**src/rtl/fixfloat_pkg.sv**
```systemverilog
// Shared constants and FSM state type for the float/fixed conversion paths.
// Used by float_to_fixed_seq, fix_saturate and the fixed-to-float direction.
package fixfloat_pkg;

   localparam int EXP_BIAS = 127;
   localparam int MANT_W   = 23;
   localparam int EXP_W    = 8;

   localparam logic [31:0] FIX_MAX = 32'h7FFF_FFFF;
   localparam logic [31:0] FIX_MIN = 32'h8000_0000;

   typedef enum logic [1:0] {
      IDLE,
      SHIFT,
      FIN,
      DONE
   } cvt_state_t;

endpackage

```
**src/rtl/fix_saturate.sv**
```systemverilog
// Clamp a 33-bit magnitude into 32-bit two's complement and apply the sign.
// Ports: s (sign), mag (magnitude) -> result, overflow (clamped).
module fix_saturate
   import fixfloat_pkg::*;
(
   input  logic        s,
   input  logic [32:0] mag,
   output logic [31:0] result,
   output logic        overflow
);

   always_comb begin
      overflow = 1'b0;
      result   = s ? (~mag[31:0] + 32'd1) : mag[31:0];
      if (!s && (mag > {1'b0, FIX_MAX})) begin
         result   = FIX_MAX;
         overflow = 1'b1;
      end else if (s && (mag > {1'b0, FIX_MIN})) begin
         result   = FIX_MIN;
         overflow = 1'b1;
      end
   end

endmodule

```
**src/rtl/float_to_fixed_seq.sv**
```systemverilog
// Sequential binary32 -> 32-bit signed fixed-point converter, 1 shift/cycle.
// Ports: clk, rst (sync, active-high), in_valid/in_ready, targetnumber,
//   fixpointpos, out_valid/out_ready, result, overflow, invalid.
// Option: define FLOAT2FIX_ROUND_EN for round-half-away-from-zero.
module float_to_fixed_seq
   import fixfloat_pkg::*;
(
   input  logic        clk,
   input  logic        rst,
   input  logic        in_valid,
   output logic        in_ready,
   input  logic [31:0] targetnumber,
   input  logic [4:0]  fixpointpos,
   output logic        out_valid,
   input  logic        out_ready,
   output logic [31:0] result,
   output logic        overflow,
   output logic        invalid
);

`ifdef FLOAT2FIX_ROUND_EN
   localparam logic [9:0] TINY_LIM = 10'd25;
`else
   localparam logic [9:0] TINY_LIM = 10'd24;
`endif
   // Any value above FIX_MIN forces saturation for both signs.
   localparam logic [32:0] SAT_MAG = 33'h1_0000_0000;

   cvt_state_t state, nxt;

   logic        s_q;
   logic        left_q;
   logic        inv_q;
   logic [32:0] mag_q;
   logic [4:0]  cnt_q;
`ifdef FLOAT2FIX_ROUND_EN
   logic        g_q;
`endif

   logic [EXP_W-1:0]  e;
   logic [MANT_W-1:0] fr;
   logic signed [9:0] sh;
   logic [9:0]        nsh;
   logic special, is_zero, is_nan, is_inf;
   logic big, tiny;
   logic kill, sat, go_l, go_r;
   logic [32:0] acc_mag;
   logic [4:0]  acc_n;
   logic [32:0] fin_mag;
   logic [31:0] sat_res;
   logic        sat_ov;

   assign e  = targetnumber[30:23];
   assign fr = targetnumber[MANT_W-1:0];
   // 150 = bias + mantissa width: M is an integer scaled by 2^(exp-150).
   assign sh = $signed({2'b00, e})
             + $signed({5'b00000, fixpointpos})
             - 10'sd150;
   assign nsh = $unsigned(-sh);

   assign is_zero = (e == '0);
   assign is_nan  = (e == '1) & (|fr);
   assign is_inf  = (e == '1) & ~(|fr);
   assign special = (e == '0) | (e == '1);
   assign big     = ~sh[9] & (sh >= 10'sd9);
   assign tiny    = sh[9] & (nsh >= TINY_LIM);

   // Mutually exclusive operand classes.
   assign kill = is_zero | is_nan | (~special & tiny);
   assign sat  = is_inf | (~special & big);
   assign go_l = ~special & ~sh[9] & ~big;
   assign go_r = ~special & sh[9] & ~tiny;

   always_comb begin
      acc_mag = '0;
      acc_n   = '0;
      unique case (1'b1)
         kill: acc_mag = '0;
         sat:  acc_mag = SAT_MAG;
         go_l: begin
            acc_mag = {9'd0, 1'b1, fr};
            acc_n   = sh[4:0];
         end
         go_r: begin
            acc_mag = {9'd0, 1'b1, fr};
            acc_n   = nsh[4:0];
         end
         default: ;
      endcase
   end

`ifdef FLOAT2FIX_ROUND_EN
   assign fin_mag = mag_q + {32'd0, g_q};
`else
   assign fin_mag = mag_q;
`endif

   fix_saturate u_sat (
      .s        (s_q),
      .mag      (fin_mag),
      .result   (sat_res),
      .overflow (sat_ov)
   );

   always_ff @(posedge clk) begin
      if (rst) state <= IDLE;
      else     state <= nxt;
   end

   always_comb begin
      nxt = state;
      unique case (state)
         IDLE:  if (in_valid)
                   nxt = (acc_n == '0) ? FIN : SHIFT;
         SHIFT: if (cnt_q == 5'd1) nxt = FIN;
         FIN:   nxt = DONE;
         DONE:  if (out_ready) nxt = IDLE;
         default: nxt = IDLE;
      endcase
   end

   always_comb begin
      in_ready  = (state == IDLE);
      out_valid = (state == DONE);
   end

   always_ff @(posedge clk) begin
      if (rst) begin
         s_q      <= 1'b0;
         left_q   <= 1'b0;
         inv_q    <= 1'b0;
         mag_q    <= '0;
         cnt_q    <= '0;
`ifdef FLOAT2FIX_ROUND_EN
         g_q      <= 1'b0;
`endif
         result   <= '0;
         overflow <= 1'b0;
         invalid  <= 1'b0;
      end else begin
         unique case (state)
            IDLE: if (in_valid) begin
               s_q    <= targetnumber[31];
               left_q <= go_l;
               inv_q  <= is_nan;
               mag_q  <= acc_mag;
               cnt_q  <= acc_n;
`ifdef FLOAT2FIX_ROUND_EN
               g_q    <= 1'b0;
`endif
            end
            SHIFT: begin
               cnt_q <= cnt_q - 5'd1;
               if (left_q) begin
                  mag_q <= {mag_q[31:0], 1'b0};
               end else begin
                  mag_q <= {1'b0, mag_q[32:1]};
`ifdef FLOAT2FIX_ROUND_EN
                  g_q   <= mag_q[0];
`endif
               end
            end
            FIN: begin
               result   <= sat_res;
               overflow <= sat_ov;
               invalid  <= inv_q;
            end
            default: ;
         endcase
      end
   end

endmodule

```
**config.mk**
```make
export PLATFORM = sky130hd
export DESIGN_NAME = float_to_fixed_seq
export DESIGN_NICKNAME = d
export VERILOG_FILES = /design/src/rtl/fixfloat_pkg.sv /design/src/rtl/fix_saturate.sv /design/src/rtl/float_to_fixed_seq.sv
export SDC_FILE = /design/constraint.sdc
export NUM_CORES = 1
export LEC_CHECK = 0
export BUFFER_PORTS_ARGS = -buffer_cell sky130_fd_sc_hd__buf_2
export CAP_MARGIN = 20
export CORE_AREA = 5 5 119 121
export CTS_BUF_LIST = sky130_fd_sc_hd__clkbuf_8
export DETAILED_ROUTE_END_ITERATION = 12
export DIE_AREA = 0 0 124 126
export GPL_ROUTABILITY_DRIVEN = 0
export PLACE_DENSITY = 0.74
export SYNTH_ARGS = -nofsm -noshare
export SYNTH_HDL_FRONTEND = slang
export SYNTH_SLANG_ARGS = --single-unit
```
**constraint.sdc**
```tcl
create_clock -name clk -period 9.55 [get_ports clk]
set_clock_uncertainty 0.15 [all_clocks]
set_input_delay 0.955 -clock clk [delete_from_list [all_inputs] [get_ports clk]]
set_output_delay 0.955 -clock clk [all_outputs]
set_load 0.02 [all_outputs]
```
* Yosys cells after proc, flatten, opt, wreduce, memory -nomap -nowiden *
Index checks and enable logic that the tools add are counted.

cells by class
  add/sub/neg operators = 5
  $lt $le $gt $ge = 4
  equal/unequal tests = 8
  multiplexer cells = 17
  bitwise operators = 17
  reductions and logical operators = 12

operators with widths
  cell                     number
  $pmux W33 S2             2
  $mux W32                 3
  $mux W33                 2
  $gt A33 B31 Y1 const B   1
  $gt A33 B32 Y1 const B   1
  $add A32 B1 Y32 const B  1
  $not A32 Y32             1
  $reduce_or A23 Y1        1
  $ge A10 B5 Y1 const B    2
  $pmux W5 S2              2
  $neg A10 Y10             1
  $sub A9 B8 Y10 const B   1
  $add A8 B5 Y9            1
  $and A1 B1 Y1            9
  $eq A8 B8 Y1 const B     1
  $logic_not A8 Y1         1
  $mux W2                  4
  $pmux W2 S4              1
  $eq A5 B1 Y1 const B     1
  $logic_not A5 Y1         1
  $mux W5                  1
  $not A1 Y1               5
  $sub A5 B1 Y5 const B    1
  $eq A2 B2 Y1 const B     2
  12 further kinds         17

word-level totals
  flip-flop bits (word level) = 77
  input port bits = 41
  logic and storage cells = 72

* Depth between registers and ports, before layout *
Gate-level depths: netlist of run 1.

  depth in word-level cells = 12
  mapped depth = 15
  gate-level depth less buffers = 13

* Modules after synthesis *
Synthesis of run 1 repeated with hierarchy kept, for this count alone.

second synthesis, totals
  cells, all modules = 697
  area, all modules = 5630.4 µm²

by module, submodules not included
  module              times used  cells an instance  area an instance (µm²)  seq. area each (µm²)
  float_to_fixed_seq  1           493                4254.1                  1541.5
  fix_saturate        1           204                1376.3                  0.0

* Worst setup path after synthesis of run 1 *
OpenSTA, ideal clock, no wires.

  path type = input to register
  start = input targetnumber[24]
  end = register cnt_q[0]
  library setup time = 0.095 ns
  data arrival time = 3.716 ns
  data required time = 9.305 ns
  slack = 5.589 ns
  stages = 14
  path buffers = 2
  cells stage by stage = inv_1 > ha_1 > inv_1 > ha_1 > fa_1 > a211o_1 > a211o_1 > o211ai_1 > a22oi_1 > nor3_1 > buf_2 > buf_2 > o211ai_1 > a221oi_1

between the ends
  cells in the longest elaborated chain, start to end = 10
  elaborated cells on any way between the ends = 21

ends and longest elaborated chain
  element                 line                       text
  start: declaration      float_to_fixed_seq.sv:12   input logic [31:0] targetnumber,
  $add A8 B5 Y9           float_to_fixed_seq.sv:57   + $signed({5'b00000, fixpointpos})
  $sub A9 B8 Y10          float_to_fixed_seq.sv:58   - 10'sd150;
  $neg A10 Y10            float_to_fixed_seq.sv:59   assign nsh = $unsigned(-sh);
  $ge A10 B5 Y1           float_to_fixed_seq.sv:66   assign tiny = sh[9] & (nsh >= TINY_LIM);
  $and A1 B1 Y1           float_to_fixed_seq.sv:66
  $not A1 Y1              float_to_fixed_seq.sv:72   assign go_r = ~special & sh[9] & ~tiny;
  $and A1 B1 Y1           float_to_fixed_seq.sv:72
  $pmux W5 S2 (*)         float_to_fixed_seq.sv:77   unique case (1'b1)
  $mux W5 (*)             float_to_fixed_seq.sv:142  IDLE: if (in_valid) begin
  $pmux W5 S2 (*)         float_to_fixed_seq.sv:141  unique case (state)
  end signal: assignment  float_to_fixed_seq.sv:147  cnt_q <= acc_n;
  end signal: assignment  float_to_fixed_seq.sv:153  cnt_q <= cnt_q - 5'd1;
  end: declaration        float_to_fixed_seq.sv:35   logic [4:0] cnt_q;

Mark *: on every way between the ends. The rest lies on a longest branch, timed or not. The select of a mux whose other input is x is not followed.
A chain may end at the register's enable or synchronous reset.

* Worst setup path in the final report of run 1 *
  start = input targetnumber[24]
  end = register state[1]

between the ends
  cells in the longest elaborated chain, start to end = 12
  elaborated cells on any way between the ends = 23

ends and longest elaborated chain
  element                 line                       text
  $add A8 B5 Y9           float_to_fixed_seq.sv:57
  $sub A9 B8 Y10          float_to_fixed_seq.sv:58
  $neg A10 Y10            float_to_fixed_seq.sv:59
  $ge A10 B5 Y1           float_to_fixed_seq.sv:66
  $and A1 B1 Y1           float_to_fixed_seq.sv:66
  $not A1 Y1              float_to_fixed_seq.sv:72
  $and A1 B1 Y1           float_to_fixed_seq.sv:72
  $pmux W5 S2 (*)         float_to_fixed_seq.sv:77
  $logic_not A5 Y1 (*)    float_to_fixed_seq.sv:114  nxt = (acc_n == '0) ? FIN : SHIFT;
  $mux W2 (*)             float_to_fixed_seq.sv:114
  $mux W2 (*)             float_to_fixed_seq.sv:113  IDLE: if (in_valid)
  $pmux W2 S4 (*)         float_to_fixed_seq.sv:112  unique case (state)
  end signal: assignment  float_to_fixed_seq.sv:107  else state <= nxt;
  end: declaration        float_to_fixed_seq.sv:29   cvt_state_t state, nxt;

Marks and branches as above.

==> results by group, run 1 <==
STA
  – # setup viols final: 0
  – Final Hold Fails: 0
  – Maximum clock rate: around 0.24 GHz
  – Final worst path period need: roughly 4100 ps
  – RSZ-0062 raised after global routing: false
  – Setup_tns: 0 ps
  – Worst-margin pin slew: 926.8 ps
  – Slew headroom: a little under two fifths
  – Final Max Tran Viols: 0
  – Period utilisation layout: 43.30%

Worst setup path
  – Setup crit end kind: flop
  – CP arrival: 4260 ps
  – CP top delay family: adder cells
  – Crit-path max cell delay: just under 600 ps
  – Critical path startpoint category: input pin
  – Critical path's slowest cell: fa_1
  – Crit path kind: in2reg
  – Max FO, Critical Path: 30
  – CP Cell Sequence: buf_2, inv_1, ha_1, inv_1, ha_1, fa_1, nor3_1, nand2_1, o31a_1, mux2_2, and4_4, a221o_1, a221oi_1
  – Required time worst endpoint: 9670 ps
  – Reg2reg setup slack: 6350 ps
  – CP bufs+invs: 3

Final layout
  – Share of cells above drive strength 1: between 10% and 20%
  – Final net count: between 800 and 900
  – Finished Cell Area: around 6300 um^2
  – Diodes inserted: 0
  – Filler cells: 1328
  – P&R area growth vs syn: 10.87%
  – Storage cell area: 1541 um^2
  – Multi-input gate area: about 3800 um^2

Pwr
  – Pleak: roughly 0.0024 uW
  – Power Dens Cells: roughly 300 nW/um^2
  – Max VDD drop: 93.10 uV

Place
  – Hpwl dp: about 11000 um
  – Input/output buffers: 76
  – Dpl cell area: slightly above 6000 um^2

Global route
  – GRT Util Overall: roughly 20%
  – Remaining global-route overflow: 0
  – Vias in the first global route: 5371
  – First-pass GRT wire length: 26170 um
  – Largest net degree at the start of global routing: approximately 80
  – Initial antenna violation count: 0

Synthesis
  – Post-Syn Area: about 5700 um^2
  – Syn nets: between 800 and 900
  – Area share of the largest cell type after synthesis: between 20% and 30%
  – Synth cell count leaders: nor2_1, dfxtp_1, a21oi_1, clkbuf_1, nand2_1
  – Post-synth EDFFs: 0
  – Flops & latches, synth: just under 80
  – Netlist cell types: 65
  – Mapped Cells: around 750
  – Post-synth ARST share: 0%
  – Top FF cell, synth: dfxtp_1
  – Ys Warns: 0
  – Cell taking the most area after synthesis: dfxtp_1
  – Most frequent cell after synthesis: nor2_1
  – Synth area leaders: dfxtp_1, nor2_1, a21oi_1
  – Seq/Total Area, Yosys: a little over a quarter
  – Mean Syn Cell Area: between 7 and 8 um^2

Clock tree
  – Max Root-Sink Buffers: 2
  – Clock Latency Late Sink: roughly 370 ps
  – CTS Sinks: between 70 and 80
  – # H-tree levels: 3
  – Clk slew on worst S/H paths: about 80 ps
  – Num CTS Buffers: 9
  – Root Buffer: clkbuf_8
  – Setup bufs post-CTS: 0
  – CTS tree: done
  – CTS Hold Bufs: 0
  – Cts repair resizes: 0

Worst hold path
  – Hold Crit Class: reg2reg

Run
  – # Max-Cap Violations: 0

Die
  – Die footprint: between 15000 and 20000 um^2
  – Core ar.: approximately 13000 um^2
  – Chip Height: between 100 and 150 um
  – I/O Pins: 77
  – Row cnt: 42
  – Chip width: 124 um
  – Starting Density: 43.98%

Drt
  – DRT Pass-1 Iters: 5
  – Vias: slightly below 6000
  – Iteration-0 DRC Markers: 723
  – DRC: 0
  – WL final: 15970 um
  – DR vias/cell: between 5 and 6
  – WL/cell: between 15 and 20 um
  – ANT nets after route: 0

Run status
  – Status: complete, no violations
where the power goes:
group | switching, uW | internal [uW]
logic | 686 | 399
clock network | 123 | 144
registers | 126 | 427
per-stage QoR:
stage / hold WS [ps] / total power, uW / worst slack, ps / instances / util [%]
floorplan: 281.5 / 1356 / 5589 / 754 / -
global placement: 294.7 / 1611 / 5184 / 949 / 47.17
detailed placement: 304.3 / 1630 / 5085 / 949 / 47.17
CTS: 313.8 / 1897 / 5462 / 965 / 48.76
global route: 332.3 / 2059 / 5127 / 965 / 48.76
finish: 307.0 / 1906 / 5415 / 965 / 48.76
cells by family (layout without fill, tap and decap cells):
logic type | after synthesis | after routing | synth area share [%]
simple gates | 278 | 278 | 23.48
compound gates | 233 | 233 | 28.98
buf+inv | 97 | 132 | 6.905
flops | 77 | 77 | 27.01
mux | 39 | 39 | 7.321
fa+ha+maj | 24 | 24 | 5.392
xor+xnor | 6 | 6 | 0.9206
cells in the final DEF (no fill, tap or decap), drive strengths merged, types with 15 or more instances in the layout:
cell type / n
buf: 87
nand2: 43
a221oi: 17
a21oi: 61
ha: 23
mux2i: 17
nor4: 15
o211ai: 25
nor3: 40
mux2: 22
o21ai: 34
dfxtp: 77
nor2: 105
a311oi: 15
inv: 30
a211oi: 25
tightest hold or removal path, delay by kind of cell, from the launching register on:
kind	cells	cell delay, ps
flip-flops	1	320
AO/OA/AOI/OAI	1	50
AND/OR/NAND/NOR	1	50
final timing paths:
check	from	to	cells past startpoint
worst min register to register	inv_q	inv_q	2
worst max-delay path	targetnumber[24]	state[1]	13
worst max register to register	fin_mag[1]	result[6]	9
worst min-delay path	inv_q	inv_q	2
layer usage:
metal / vias to the layer above / global-route usage, % / wire [um]
li1: 2847 / - / -
met1: 2685 / 26.38 / 6825
met2: 221 / 33.15 / 7578
met3: 32 / 2.915 / 1092
met4: 0 / 9.214 / 471
met5: - / 0 / 0
cell type report:
type / count / share of cell area, %
Tap cell: 176 / 3.480
Inverter: 29 / 1.720
Clock buffer: 9 / 1.957
Multi-Input combinational cell: 580 / 59.87
Sequential cell: 77 / 24.36
Clock inverter: 7 / 1.305
Timing Repair Buffer: 87 / 7.315
flip-flops by register name, indices dropped and copies added (netlist names):
name      count
left_q        1
invalid       1
fin_mag      33
result       32
inv_q         1
cnt_q         5
state         2
s_q           1
overflow      1
(Power assumes the default switching activity.)
==> run 2: changes to the inputs <==
==> constraint.sdc (replaced) <==
create_clock -name clk -period 4 [get_ports clk]
set_clock_uncertainty 0.15 [all_clocks]
set_input_delay 0.4 -clock clk [delete_from_list [all_inputs] [get_ports clk]]
set_output_delay 0.4 -clock clk [all_outputs]
set_load 0.02 [all_outputs]
==> run 2 against run 1 <==
Compared with the run above: sequential cell count unchanged; hold slack got worse by 170 ps; register-to-register slack got worse by 5400 ps; via count rose by 0.97%; clock-buffer cell count stayed put; wire length increased by 0.88%; critical endpoint is now fin_mag[18]; sequential share of layout area down 0.41 points; critical path depth did not move; non-clock buffer count is 12 higher; global-route usage fell by 0.13 points; sequential power up 140%; core utilization is 0.83 points higher; critical path type unchanged.
==> results by group, run 2 (synthesis results as in run 1) <==
Run status
  – Status: complete, no violations

Final layout
  – P&R area growth vs syn: 12.76%
  – Max reg flops: 33
  – Diodes inserted: 0
  – Share of cells above drive strength 1: a little over a fifth
  – Finished Layout Cells: 977
  – Final net count: about 860
  – Most frequent cells in the layout: nor2_1, dfxtp_1, buf_2
  – Commonest non-fill, non-tap cell in the layout: nor2_1

Place
  – Input/output buffers: between 70 and 80
  – Inst Count DP: about 960
  – Hpwl dp: between 10000 and 15000 um

Pwr
  – Seq pwr share: between 20 and 30%
  – Pleak: roughly 0.0025 uW
  – Logic gate share of total power: between 50% and 60%
  – Switching share of power: between 40 and 50%
  – Max VDD drop: approximately 240 uV
  – Clock share of power: around 14%
  – P_int: between 2000 and 2500 uW
  – Power Dens Cells: roughly 720 nW/um^2
  – Switch Pwr: between 2000 and 2500 uW

Worst setup path
  – Required time worst endpoint: approximately 4100 ps
  – Crit path kind: in2reg
  – Max FO, Critical Path: 30
  – Critical path startpoint category: input pin
  – Critical path's slowest cell: and4_4
  – Setup crit end kind: flop
  – CP Cell Sequence: buf_2, inv_1, ha_1, inv_1, ha_1, fa_1, a211o_1, a21oi_1, o211ai_1, a211oi_1, and4_4, o211ai_1, a311oi_1
  – CP arrival: ~3700 ps
  – Reg2reg setup slack: 950 ps
  – Crit-path max cell delay: 540 ps

Die
  – Chip Height: approximately 130 um
  – Die footprint: between 15000 and 20000 um^2
  – Chip width: around 120 um
  – Row cnt: 42
  – Core ar.: 12980 um^2
  – Starting Density: between 40% and 50%
  – I/O Pins: between 70 and 80

Global route
  – Largest net degree at the start of global routing: between 40 and 50
  – Remaining global-route overflow: 0
  – Initial antenna violation count: 0
  – Vias in the first global route: around 5400
  – First-pass GRT wire length: between 20000 and 30000 um
  – GRT Util Overall: roughly a fifth

Clock tree
  – Root Buffer: clkbuf_8
  – CTS Hold Bufs: 0
  – Cts repair resizes: 0
  – Clk slew on worst S/H paths: 80 ps
  – # H-tree levels: 3
  – Clock Latency Late Sink: approximately 370 ps
  – Num CTS Buffers: 9
  – CTS Sinks: 77
  – CTS tree: done
  – Max Root-Sink Buffers: 2
  – Setup bufs post-CTS: 0

Drt
  – Iteration-0 DRC Markers: 590
  – WL/cell: ~16 um
  – WL final: ~16000 um
  – DR vias/cell: roughly 6.0
  – Vias: about 5800
  – DRC: 0
  – ANT nets after route: 0
  – DRT Pass-1 Iters: 5

Run
  – # Max-Cap Violations: 0

STA
  – Final worst path period need: around 3600 ps
  – Period utilisation layout: 89.10%
  – RSZ-0062 raised after global routing: false
  – Final Max Tran Viols: 0
  – Maximum clock rate: 0.2806 GHz
  – Final Hold Fails: 0
  – # setup viols final: 0
  – Slew headroom: between 40 and 50%
  – Worst-margin pin slew: around 860 ps
  – Setup_tns: 0 ps

Worst hold path
  – Hold Crit Class: in2reg
[run 2: cell types whose count changed in the layout (fill, tap and decap cells not counted)]
cell	previous run	this run
buf_12	0	1
buf_4	11	22
clkinv_2	3	1
clkinvlp_4	0	3
inv_1	30	29
o21ai_1	2	3
o21ai_2	3	2
[run 2: critical path: cells and delay by family]
family	cells	cell delay (ps)
AND/OR/NAND/NOR	1	540
adder cells (fa/ha/maj)	3	940
buffers and inverters	3	190
AO/OA/AOI/OAI	6	1610
[run 2: worst paths after layout]
check | start | endpoint | cells past startpoint
max | targetnumber[24] | fin_mag[18] | 13
min reg2reg | inv_q | inv_q | 2
max reg2reg | fin_mag[0] | result[24] | 10
min | targetnumber[31] | s_q | 3
[run 2: layout make-up]
type	count	area (um^2)
clock buffer	9	123.9
timing repair buffer	99	565.5
tap	176	220.2
clock inverter	7	91.34
multi-input combinational	580	3785
inverter	29	108.9
fill	1309	6544
sequential	77	1541
[run 2: metrics by stage]
step	setup WS (ps)	total power, uW	util, %	hold WS (ps)	instance area [um^2]
finish	436.0	4645	49.59	133.1	6436
global route	247.8	5006	49.59	148.0	6436
CTS	467.4	4625	49.59	127.3	6436
detailed placement	104.4	3972	47.93	298.2	6221
global placement	240.2	3930	47.93	294.2	6221
floorplan	593.9	3237	-	281.5	5708
[run 2: routing by layer]
| layer | wire length, um | up-vias | GRT usage (%) | share of wire, % |
|---|---|---|---|---|
| met5 | 0 | - | 0 | 0 |
| met4 | 410 | 0 | 7.603 | 2.5 |
| met3 | 1083 | 33 | 3.229 | 6.7 |
| met2 | 7654 | 217 | 33.47 | 48 |
| met1 | 6959 | 2721 | 26.19 | 43 |
| li1 | - | 2870 | - | - |
[run 2: power by group through the flow]
stage | Combinational [uW] | Sequential, uW | Clock, uW
floorplan | 1900 | 1330 | 0
global placement | 2610 | 1320 | 0
detailed placement | 2650 | 1320 | 0
CTS | 2660 | 1310 | 659
global route | 2970 | 1350 | 692
finish | 2680 | 1310 | 652
